--- src/rtl/rom_share_arb.sv ---
// Round-robin arbiter sharing one 1-cycle-latency synchronous ROM between two readers.
// Grants are combinational; the tag pipeline tracks each read so responses return 2 clocks after accept.
module rom_share_arb #(
    parameter int  WIDTH = 1,
    parameter int  DEPTH = 19200,
    localparam int ADDRW = $clog2(DEPTH)
) (
    input  logic             clk,
    input  logic             rst,
    input  logic             req0_valid,
    input  logic [ADDRW-1:0] req0_addr,
    output logic             req0_ready,
    output logic             rsp0_valid,
    output logic [WIDTH-1:0] rsp0_data,
    input  logic             req1_valid,
    input  logic [ADDRW-1:0] req1_addr,
    output logic             req1_ready,
    output logic             rsp1_valid,
    output logic [WIDTH-1:0] rsp1_data,
    output logic [ADDRW-1:0] rom_addr,
    input  logic [WIDTH-1:0] rom_data
);

    localparam logic [ADDRW:0] DEPTH_LIM = (ADDRW + 1)'(DEPTH);

    logic             last_reg;
    logic             grant0;
    logic             grant1;
    logic             accept;
    logic             grant_id;
    logic [ADDRW-1:0] grant_addr;

    logic             s1_valid_reg;
    logic             s1_id_reg;
    logic             s1_oor_reg;
    logic             s2_valid_reg;
    logic             s2_id_reg;
    logic             s2_oor_reg;

    // On contention the requester that did not win last time gets the slot.
    always_comb begin
        grant0     = req0_valid && (!req1_valid || last_reg);
        grant1     = req1_valid && !grant0;
        accept     = grant0 || grant1;
        grant_id   = grant1;
        grant_addr = grant1 ? req1_addr : req0_addr;
    end

    assign req0_ready = grant0;
    assign req1_ready = grant1;

    always_ff @(posedge clk or posedge rst) begin
        if (rst) begin
            rom_addr     <= '0;
            last_reg     <= 1'b1;
            s1_valid_reg <= 1'b0;
            s1_id_reg    <= 1'b0;
            s1_oor_reg   <= 1'b0;
            s2_valid_reg <= 1'b0;
            s2_id_reg    <= 1'b0;
            s2_oor_reg   <= 1'b0;
        end else begin
            s1_valid_reg <= accept;
            if (accept) begin
                rom_addr   <= grant_addr;
                last_reg   <= grant_id;
                s1_id_reg  <= grant_id;
                s1_oor_reg <= ({1'b0, grant_addr} >= DEPTH_LIM);
            end
            // Stage 2 lines up with the cycle in which rom_data holds this read's word.
            s2_valid_reg <= s1_valid_reg;
            s2_id_reg    <= s1_id_reg;
            s2_oor_reg   <= s1_oor_reg;
        end
    end

    generate
        for (genvar gi = 0; gi < 2; gi++) begin : g_rsp
            logic             valid_reg;
            logic [WIDTH-1:0] data_reg;
            logic             hit;

            assign hit = s2_valid_reg && (s2_id_reg == 1'(gi));

            always_ff @(posedge clk or posedge rst) begin
                if (rst) begin
                    valid_reg <= 1'b0;
                    data_reg  <= '0;
                end else begin
                    valid_reg <= hit;
                    if (hit) begin
                        data_reg <= s2_oor_reg ? '0 : rom_data;
                    end
                end
            end
        end
    endgenerate

    assign rsp0_valid = g_rsp[0].valid_reg;
    assign rsp0_data  = g_rsp[0].data_reg;
    assign rsp1_valid = g_rsp[1].valid_reg;
    assign rsp1_data  = g_rsp[1].data_reg;

endmodule

--- config.mk ---
export PLATFORM = sky130hd
export DESIGN_NAME = rom_share_arb
export DESIGN_NICKNAME = d
export VERILOG_FILES = /design/src/rtl/rom_share_arb.sv
export SDC_FILE = /design/constraint.sdc
export NUM_CORES = 1
export LEC_CHECK = 0
export BUFFER_PORTS_ARGS = -buffer_cell sky130_fd_sc_hd__buf_4
export CAP_MARGIN = 20
export CORE_UTILIZATION = 51
export CTS_BUF_LIST = sky130_fd_sc_hd__clkbuf_8
export DETAILED_ROUTE_END_ITERATION = 8
export PLACE_DENSITY = 0.86
export SLEW_MARGIN = 20
export SYNTH_ARGS = -nofsm -noshare
export SYNTH_HDL_FRONTEND = slang
export SYNTH_SLANG_ARGS = --single-unit
export TNS_END_PERCENT = 1
--- constraint.sdc ---
create_clock -name clk -period 3.7 [get_ports clk]
set_input_delay 0.74 -clock clk [delete_from_list [all_inputs] [get_ports clk]]
set_output_delay 0.74 -clock clk [all_outputs]
set_load 0.05 [all_outputs]
[Word-level counts from Yosys, hierarchy flattened]
Index checks and enable logic that the tools add are counted.
W data, S select, Z words.
Operators by class
  multiplexer cells: 2
  bitwise logic cells: 1
  $lt $le $gt $ge: 1
  reduce and logical (&&, ||, !) cells: 8
Operators with widths (count)
  $ge A15 B15 Y1 const B: 1
  $mux W15: 1
  $logic_and A1 B1 Y1: 4
  $logic_not A1 Y1: 2
  $logic_or A1 B1 Y1: 2
  $mux W1: 1
  $not A1 Y1: 1
Word-level totals
  logic and storage cells: 24
  register bits: 26
  output and inout port bits: 21
  input bits: 35

[Logic depth before layout (Yosys ltp)]
Gate-level depths: netlist of the first run.
  word-level depth: 7
  gate-level depth with buffers: 5
  mapped depth without buffers: 3

[Worst setup path before layout of the first run]
No wires, ideal clock.
  kind: input to output
  start point: input port req1_valid
  end point: output port req0_ready
  slack: 1502 ps
  path buffers: 2
  data required time: 2960 ps
  stages on the path: 5
  arrival: 1458 ps
  path through: buf_6 -> nand2b_4 -> nand2_4 -> buf_8 -> inv_1
On the way
  longest elaborated chain between the ends: 3
Ends and longest elaborated chain
  start, declared: line 15  | input logic req1_valid,
  $logic_not A1 Y1: line 42  | grant0 = req0_valid && (!req1_valid || last_reg);
  $logic_or A1 B1 Y1: line 42
  $logic_and A1 B1 Y1: line 42
  end, declared: line 12  | output logic req0_ready,
No other way between the ends.

[Worst setup path in the final report of the first run]
Same ends and word-level chain as after synthesis.

==> results summary, run 1 <==
The most used flip-flop cell after synthesis is sky130_fd_sc_hd__dfrtp_1. Summed over all nets, the switching power comes to between 200 and 300 uW. For this run, the share of the core covered by cells in the final layout is about three quarters. The total count of hold-check failures in the final report is 0. The worst path buffer plus inverter count is 3.

The register with the most flip-flops in the final layout is rom_addr. The fraction of final layout cells sized beyond drive strength 1 came out at between 50% and 60%. For this design, the sink count on the clock tree is 26. The delay contributed by the slowest stage of the critical path came out at 0.23 ns.

The sequential fraction of design power is 42.6%. The internal portion of the total power is between 500 and 600 uW. After routing, the total negative slack on setup checks comes to 0 ns. The number of slew-limit violations in the final report is 0.

STA classifies the critical path startpoint as a primary input. The later-pin clock latency in the skew report came out at between 0.2 and 0.3 ns. The die covers between 0.002 and 0.003 sq mm. Traced cell by cell, the critical path runs through buf_4 -> nand2b_4 -> nand2_4 -> inv_1 -> buf_4.

The area used by multi-input combinational logic is 512 sq um. For this design the ratio of total power to cell area is 472 mW/mm^2. The family of cells with the greatest summed delay on the critical path is buffers and inverters. The DRC violation count after routing is 0. The logic gate share of total power is 34.9%. Global routing used between 20% and 30% of the available tracks. The number of primary I/O pins is 56. The path type of the worst min-delay path is flip-flop to flip-flop. The completed layout was analyzed and its total power is between 700 and 800 uW. The finished layout holds 170 standard cells, fillers aside. The count of placed standard cells including taps came out at approximately 170. The detailed-route vias per instance is 5.05.

Global routing finished with a remaining overflow of 0. The final critical-path required period came out at 2.28 ns. The largest total area in the synthesized netlist belongs to sky130_fd_sc_hd__dfrtp_1.

The total standard cell area after synthesis is between 0.001 and 0.0015 sq mm. The net count after synthesis is 120. The worst setup path is captured at an output port. TritonCTS built the clock tree.

The number of global-route vias before repair is between 900 and 1000. STA puts the critical path data arrival time at between 1.5 and 2 ns. The slew at the pin closest to its max-slew limit is approximately 0.59 ns.

The worst hold slack across all endpoints came out at around 0.37 ns. In this run the remaining antenna-violating nets after routing total 0. The number of inserted diodes came out at 0. On the critical path, the stage with the largest delay is an instance of sky130_fd_sc_hd__buf_4.

The fraction of power spent switching nets is between 30% and 40%. The worst slew margin relative to its limit came out at 60.4%. The initialized floorplan defines 17 standard-cell rows.

The global-route wire length before repair is just under 4000 microns. The maximum number of pins on one net before global-route repair came out at 27. The flow ran to the end, and the final reports show no timing, DRC or antenna violations. The clock-pin transition on the worst setup and hold timing paths is roughly 0.09 ns. In this run the number of H-tree levels came out at 1. The floorplan step set the die width to 50.9 microns.

The share of the synthesized area in the top cell type is roughly half. The clock buffer count from CTS came out at 3. In the synthesized netlist the async set-or-reset flop fraction comes to between 90% and 100%. The synthesized area per cell came out at between 10 and 15 sq um. The area overhead of the layout relative to synthesis came out at 38.8%.

The leakage power of the design came out at about 0.00085 uW. Counting distinct cell types in the post-synthesis netlist gives 24. The first detailed-routing pass ran for 4 iterations. The aggregate routed wire length came out at between 2000 and 2500 microns. The root buffer cell chosen for the clock tree is sky130_fd_sc_hd__clkbuf_8. The maximum resistive drop on vdd came out at 0.371 mV. By area the synthesized netlist is led by sky130_fd_sc_hd__dfrtp_1 (51%), sky130_fd_sc_hd__mux2_2 (10%), sky130_fd_sc_hd__mux2_4 (9.8%).

The cell count after synthesis came out at 85. The footprint of the flip-flops and latches came out at around 650 sq um. Setup repair after global routing left no endpoint under its margin. The peak clock frequency supported by timing is around 0.44 GHz. The number of buffers added on ports came out at 55.

The total via count in the routed design is 858. In this run the deepest clock path goes through 2 buffers. For this run, the register share of the synthesized area comes to between 50% and 60%. The number of setup buffers added after CTS is 0. The weighted congestion at the end of routability-driven global placement came out at about 0.8. The maximum fanout count along the critical path is 17. By count the netlist is led by sky130_fd_sc_hd__dfrtp_1 (25), sky130_fd_sc_hd__mux2_2 (11), sky130_fd_sc_hd__mux2_4 (8).

The final clock period utilization by the worst path is 61.5%. The power share of the clock group came out at about 23%. The count of instances resized after the clock tree is built is 0. The count of warnings emitted by yosys is 0.

The final-stage net count came out at approximately 180. The max-capacitance violation count came out at 0. The flip-flop count of the largest register, all copies and words added is 15. For the worst setup path, the data required time is just under 3 ns. The effective utilization at floorplan came out at about 55%. The wire length per cell after detailed routing is roughly 14 microns.

The number of antenna violations at the first check in global routing came out at 0. The total area inside the core boundary comes to roughly 0.0022 sq mm. Among the stages of the critical path, the cell type that occurs most often is sky130_fd_sc_hd__buf_4.

The clock skew after layout came out at 0.00152 ns. In this run, post-CTS hold repair placed 0 buffers. The layout filler cell count is roughly 150. The synthesized design contains 26 register bits. Among all cell types in the netlist, the one instantiated most often is sky130_fd_sc_hd__dfrtp_1. The first-iteration detailed-routing DRC count is 4. The setup violation total in the final timing report came out at 0. The setup path with the least slack is of type primary input to output port.

Yosys mapped a number of flops with a built-in enable equal to 0. Once detailed placement completed, the half-perimeter wirelength came to around 1700 microns. The die span in y came out at between 50 and 60 microns.
[routing by layer]
layer	vias to the layer above	global-route usage, %	wire length [microns]
li1	412	-	-
met1	409	24.8	1000
met2	35	36.6	1170
met3	2	4.46	123
met4	0	7.41	11
met5	-	0	0
[stage by stage]
step | worst slack [ns] | area [sq um]
finish | 1.42 | 1690
global route | 1.37 | 1690
CTS | 1.42 | 1680
detailed placement | 1.43 | 1630
global placement | 1.44 | 1630
floorplan | 1.50 | 1220
[power groups by stage]
stage               Clock (uW)  Combinational (uW)  Sequential (uW)
global placement             0                 276              345
finish                     180                 279              341
CTS                        185                 280              341
detailed placement           0                 279              346
global route               195                 294              345
floorplan                    0                89.7              446
[cell type report]
class                      count  area share [%]
multi-input combinational     52            30.2
timing repair buffer          56            25.1
clock buffer                   4            3.25
inverter                       4           0.887
sequential                    26            38.5
tap                           28            2.07
[path summary, 6_finish.rpt]
| path | startpoint | end | slack (ns) | depth (start not counted) |
|---|---|---|---|---|
| worst max register to register | last_reg | rom_addr[8] | 2.36 | 3 |
| min in group asynchronous | rst | rom_addr[4] | 0.54 | 2 |
| worst max-delay path | req1_valid | req0_ready | 1.42 | 5 |
| worst min-delay path | s1_valid_reg | s2_valid_reg | 0.37 | 0 |
| worst min register to register | s1_valid_reg | s2_valid_reg | 0.37 | 0 |
| max in group asynchronous | rst | rom_addr[6] | 2.66 | 3 |
[layout by cell type, fill, tap and decap left out, types with 2 or more instances in the layout]
cell type                   n
sky130_fd_sc_hd__nor2b_1    2
sky130_fd_sc_hd__clkbuf_8   4
sky130_fd_sc_hd__nor2_1     3
sky130_fd_sc_hd__a21oi_1    2
sky130_fd_sc_hd__mux2_2    11
sky130_fd_sc_hd__mux2_4     8
sky130_fd_sc_hd__mux2_1     7
sky130_fd_sc_hd__inv_1      4
sky130_fd_sc_hd__dfrtp_1   25
sky130_fd_sc_hd__mux2i_1    2
sky130_fd_sc_hd__buf_4     55
sky130_fd_sc_hd__nand2_1    5
sky130_fd_sc_hd__o21ai_0    2
[cells by family (layout without fill, tap and decap cells)]
group	Yosys count	in the layout	share of synthesized area (%)
muxes	28	28	28.1
DFF	26	26	53.4
and+or+nand+nor	13	13	6.05
AOI/OAI and AO/OA	11	11	7.80
buffers and inverters	7	64	4.62
[worst reg2reg max path, stage by stage (launching register included)]
cell,delay (ns)
sky130_fd_sc_hd__dfstp_2,0.59
sky130_fd_sc_hd__nand2b_4,0.16
sky130_fd_sc_hd__nand2_4,0.15
sky130_fd_sc_hd__mux2_4,0.33
No activity file was read; power rests on OpenSTA's default activity.
==> run 2, diff against run 1 <==
ABC_AREA = 1   (was not set)
CORE_UTILIZATION = 46   (was 51)
PLACE_DENSITY = 0.81   (was 0.86)
clock period = 2.3 ns   (was 3.7 ns; I/O delays follow)
==> run 2 against run 1 <==
Net effect: non-clock buffer count grew 1; wire length is 12% higher; clock skew is 0.0014 ns higher; power rose by 59%; clock power increased by 63%; register-to-register slack worse by 1.6 ns; sequential share of layout area rose by 2.5 points; global-route usage up 1.3 points; hold slack got worse by 0.11 ns; sequential power grew 62%; first-iteration DRC count grew to 3.8 times the previous value; cell count increased by 24%; critical path type is now flip-flop to output port.
==> results summary, run 2 <==
The DRC violation count after routing came out at 0. Summing every instance area after synthesis gives roughly 0.0011 sq mm. The largest single stage delay on the critical path is around 0.59 ns. After detailed routing, the total wire length is approximately 2600 microns.

The clock-pin transition on the worst setup and hold timing paths came out at ~0.090 ns. The dominant synthesized flop cell is sky130_fd_sc_hd__dfrtp_1. rom_addr holds more flip-flops than any other register. The net count after synthesis came out at roughly 160.

In this run, the number of DRC markers left after iteration 0 of detailed routing was 15. The tree is rooted in a sky130_fd_sc_hd__clkbuf_8. The buffer levels on the longest clock path came out at 2. The run finished with clean final reports.

In this run the mean area of a mapped cell was between 8 and 9 sq um. The clock reaches the later pin of the worst-skew pair after 0.27 ns. The maximum resistive drop on vdd came out at approximately 0.51 mV. The cell type with the largest total area after synthesis is sky130_fd_sc_hd__dfrtp_1. In the final timing run, aggregate negative setup slack is 0 ns. The detailed-route vias per instance came out at around 4.8. Summed over all cells, the static leakage comes to between 0.0008 and 0.0009 uW. The cell count after synthesis came out at 126. The die span in y is 51.0 microns. The data required time at the worst endpoint is about 1.8 ns. The final-stage net count is 219. The slowest stage cell on the critical path is sky130_fd_sc_hd__dfstp_2. For this block, the via count after detailed routing is just over 1000. The register with the most flip-flops in the layout has 15 of them. After legalization and detailed placement, the total HPWL measured a little over 2000 microns. The count of instances resized after the clock tree is built came out at 0.

Pin placement for this block handled 56 I/O pins. Setup repair after global routing left no endpoint under its margin. The wire length per cell after detailed routing came out at about 12 microns. The overall overflow remaining after global route is 0. In the layout the commonest cells are sky130_fd_sc_hd__buf_4 (57), sky130_fd_sc_hd__nand2_1 (55), sky130_fd_sc_hd__dfrtp_1 (25), sky130_fd_sc_hd__nor2_1 (10), sky130_fd_sc_hd__nand3_1 (8). The count of unique library cells instantiated by Yosys is 18.

By instance count, the leading cell after synthesis is sky130_fd_sc_hd__nand2_1. The area after detailed placement came out at ~0.0015 sq mm. Yosys mapped a number of flops with a built-in enable equal to 0. The fraction of final layout cells sized beyond drive strength 1 is a little under two fifths. The number of setup buffers added after CTS came out at 0.

The share of the synthesized area in the top cell type is approximately 57%. The data arrival time of the critical path is roughly 1.5 ns. For this design, the sink count on the clock tree is 26. By count the netlist is led by sky130_fd_sc_hd__nand2_1 (55), sky130_fd_sc_hd__dfrtp_1 (25), sky130_fd_sc_hd__nor2_1 (10). After floorplanning, the core was divided into 17 placement rows. The final clock period utilization by the worst path came out at a little under 90%. During synthesis, Yosys emitted a total of 0 warnings. In the final layout, the multi-input gates occupy approximately 400 sq um. After floorplanning, the core was sized to cover ~0.0022 sq mm.

The power density over cell area came out at ~800 mW/mm^2. The maximum fanout count along the critical path came out at 11. The number of inserted diodes is 0. The worst setup path is captured at an output port. The number of buffers added on ports is 55. The final critical-path required period is about 2.0 ns.

The clock skew after layout came out at 0.00288 ns. The maximum number of pins on one net before global-route repair is 18. The number of antenna violations at the first check in global routing is 0. The total routing resource utilization after global routing came out at around 22%. The area overhead of the layout relative to synthesis came out at 44.1%. The total count of hold-check failures in the final report is 0. In this run, synthesis produced a sequential element count of 26. The clock tree from TritonCTS is done. The summed area of non-filler cells in the final layout is between 0.0015 and 0.002 sq mm. The critical path goes through o21ai_1 -> inv_1 -> buf_4. The number of antenna-violating nets in the routed design came out at 0.

The critical path is of the flip-flop to output port type. The CTS H-tree depth came out at 1. The number of global-route vias before repair came out at 1003. The layout filler cell count is roughly 180. Sorting the synthesized cells by area gives the leading types as sky130_fd_sc_hd__dfrtp_1 (57%), sky130_fd_sc_hd__nand2_1 (19%), sky130_fd_sc_hd__nand3_1 (3.6%). The clock buffer count from CTS came out at 3. The max-capacitance violation count is 0. The tightest min-delay check is of the primary input to async pin type.

The number of slew-limit violations in the final report is 0. The final core utilization is a little under three quarters. The peak clock frequency supported by timing came out at approximately 0.5 GHz.

The total of hold buffers inserted after clock tree synthesis came out at 0. STA classifies the critical path startpoint as a flip-flop. The setup violation total in the final timing report is 0. Leaving out fill and tap cells, the most frequent cell in the layout is sky130_fd_sc_hd__buf_4. The footprint of the flip-flops and latches came out at 652 sq um. The weighted congestion at the end of routability-driven global placement came out at 0.717. The total iterations of the first detailed-routing run came out at 4. From left edge to right edge, the die measures around 51 microns.

In the synthesized netlist the async set-or-reset flop fraction comes to 100%. The slew at the pin closest to its max-slew limit is roughly 0.61 ns. The initial utilization of the core area, before any placement, comes to about half. After synthesis, flip-flops and latches occupy 59.1% of the total area. The global-route wire length before repair is about 4200 microns. The total die area came out at 0.00260 sq mm. Headroom to the max-slew limit came out at roughly three fifths.
==> run 2: cell types whose count changed in the layout (fill, tap and decap cells not counted), sizes merged, moves of 4 or more <==
cell   previous run  this run
nand3             0         8
nand2             6        57
inv               4         8
mux2             26         1
a31oi             0         5
nor2              3        10
==> run 2: per-layer routing <==
metal  vias to the layer above  global-route usage [%]  wire (microns)
li1                        511                       -               -
met4                         0                    9.72              29
met1                       476                    26.2            1060
met3                         5                    4.17             100
met5                         -                       0               0
met2                        29                    38.4            1400
==> run 2: layout make-up <==
class / count / share of cell area [%]
flip-flops and latches: 26 / 41.0
repair buffers: 57 / 26.9
multi-input cells: 88 / 24.5
clock buffers: 4 / 3.46
well taps: 28 / 2.20
inverters: 8 / 1.89
==> run 2: through the flow <==
step / power (uW) / hold WS (ns) / worst slack (ns) / std cells
4_1_cts: 1270 / 0.282 / 0.309 / 211
3_3_place_gp: 972 / 0.333 / 0.591 / 207
5_1_grt: 1330 / 0.313 / 0.259 / 211
3_5_place_dp: 984 / 0.356 / 0.529 / 207
6_report: 1270 / 0.257 / 0.304 / 211
2_1_floorplan: 831 / 0.331 / 0.829 / 126
==> run 2: path summary, 6_finish.rpt <==
check / end / slack (ns) / from / cells past startpoint
setup / recovery: req0_ready / 0.30 / last_reg / 3
hold / removal: rom_addr[13] / 0.26 / rst / 2
setup reg to reg: rom_addr[6] / 0.78 / last_reg / 5
hold reg to reg: s2_valid_reg / 0.37 / s1_valid_reg / 0
max in group asynchronous: rom_addr[7] / 1.47 / rst / 3
min in group clk: s2_valid_reg / 0.37 / s1_valid_reg / 0
==> run 2: kinds of logic (layout without fill, tap and decap cells) <==
group,Yosys count,count (layout),share of synthesized area (%)
muxes,1,1,1.02
AOI/OAI and AO/OA,12,12,7.48
DFF,26,26,59.1
buffers and inverters,12,69,5.55
and+or+nand+nor,75,75,26.9
==> run 2: critical path: cells and delay by family, from the launching register on <==
kind | cells | cell delay (ns)
compound gates | 1 | 0.11
buf+inv | 2 | 0.56
flops | 1 | 0.59
==> run 2: where the power goes <==
group          switching, uW  total, uW  leakage [uW]  internal, uW
Sequential              33.1        551      0.000308           518
Combinational            281        422      0.000530           140
Clock                    141        294     0.0000288           153
Total                    456       1270      0.000867           811
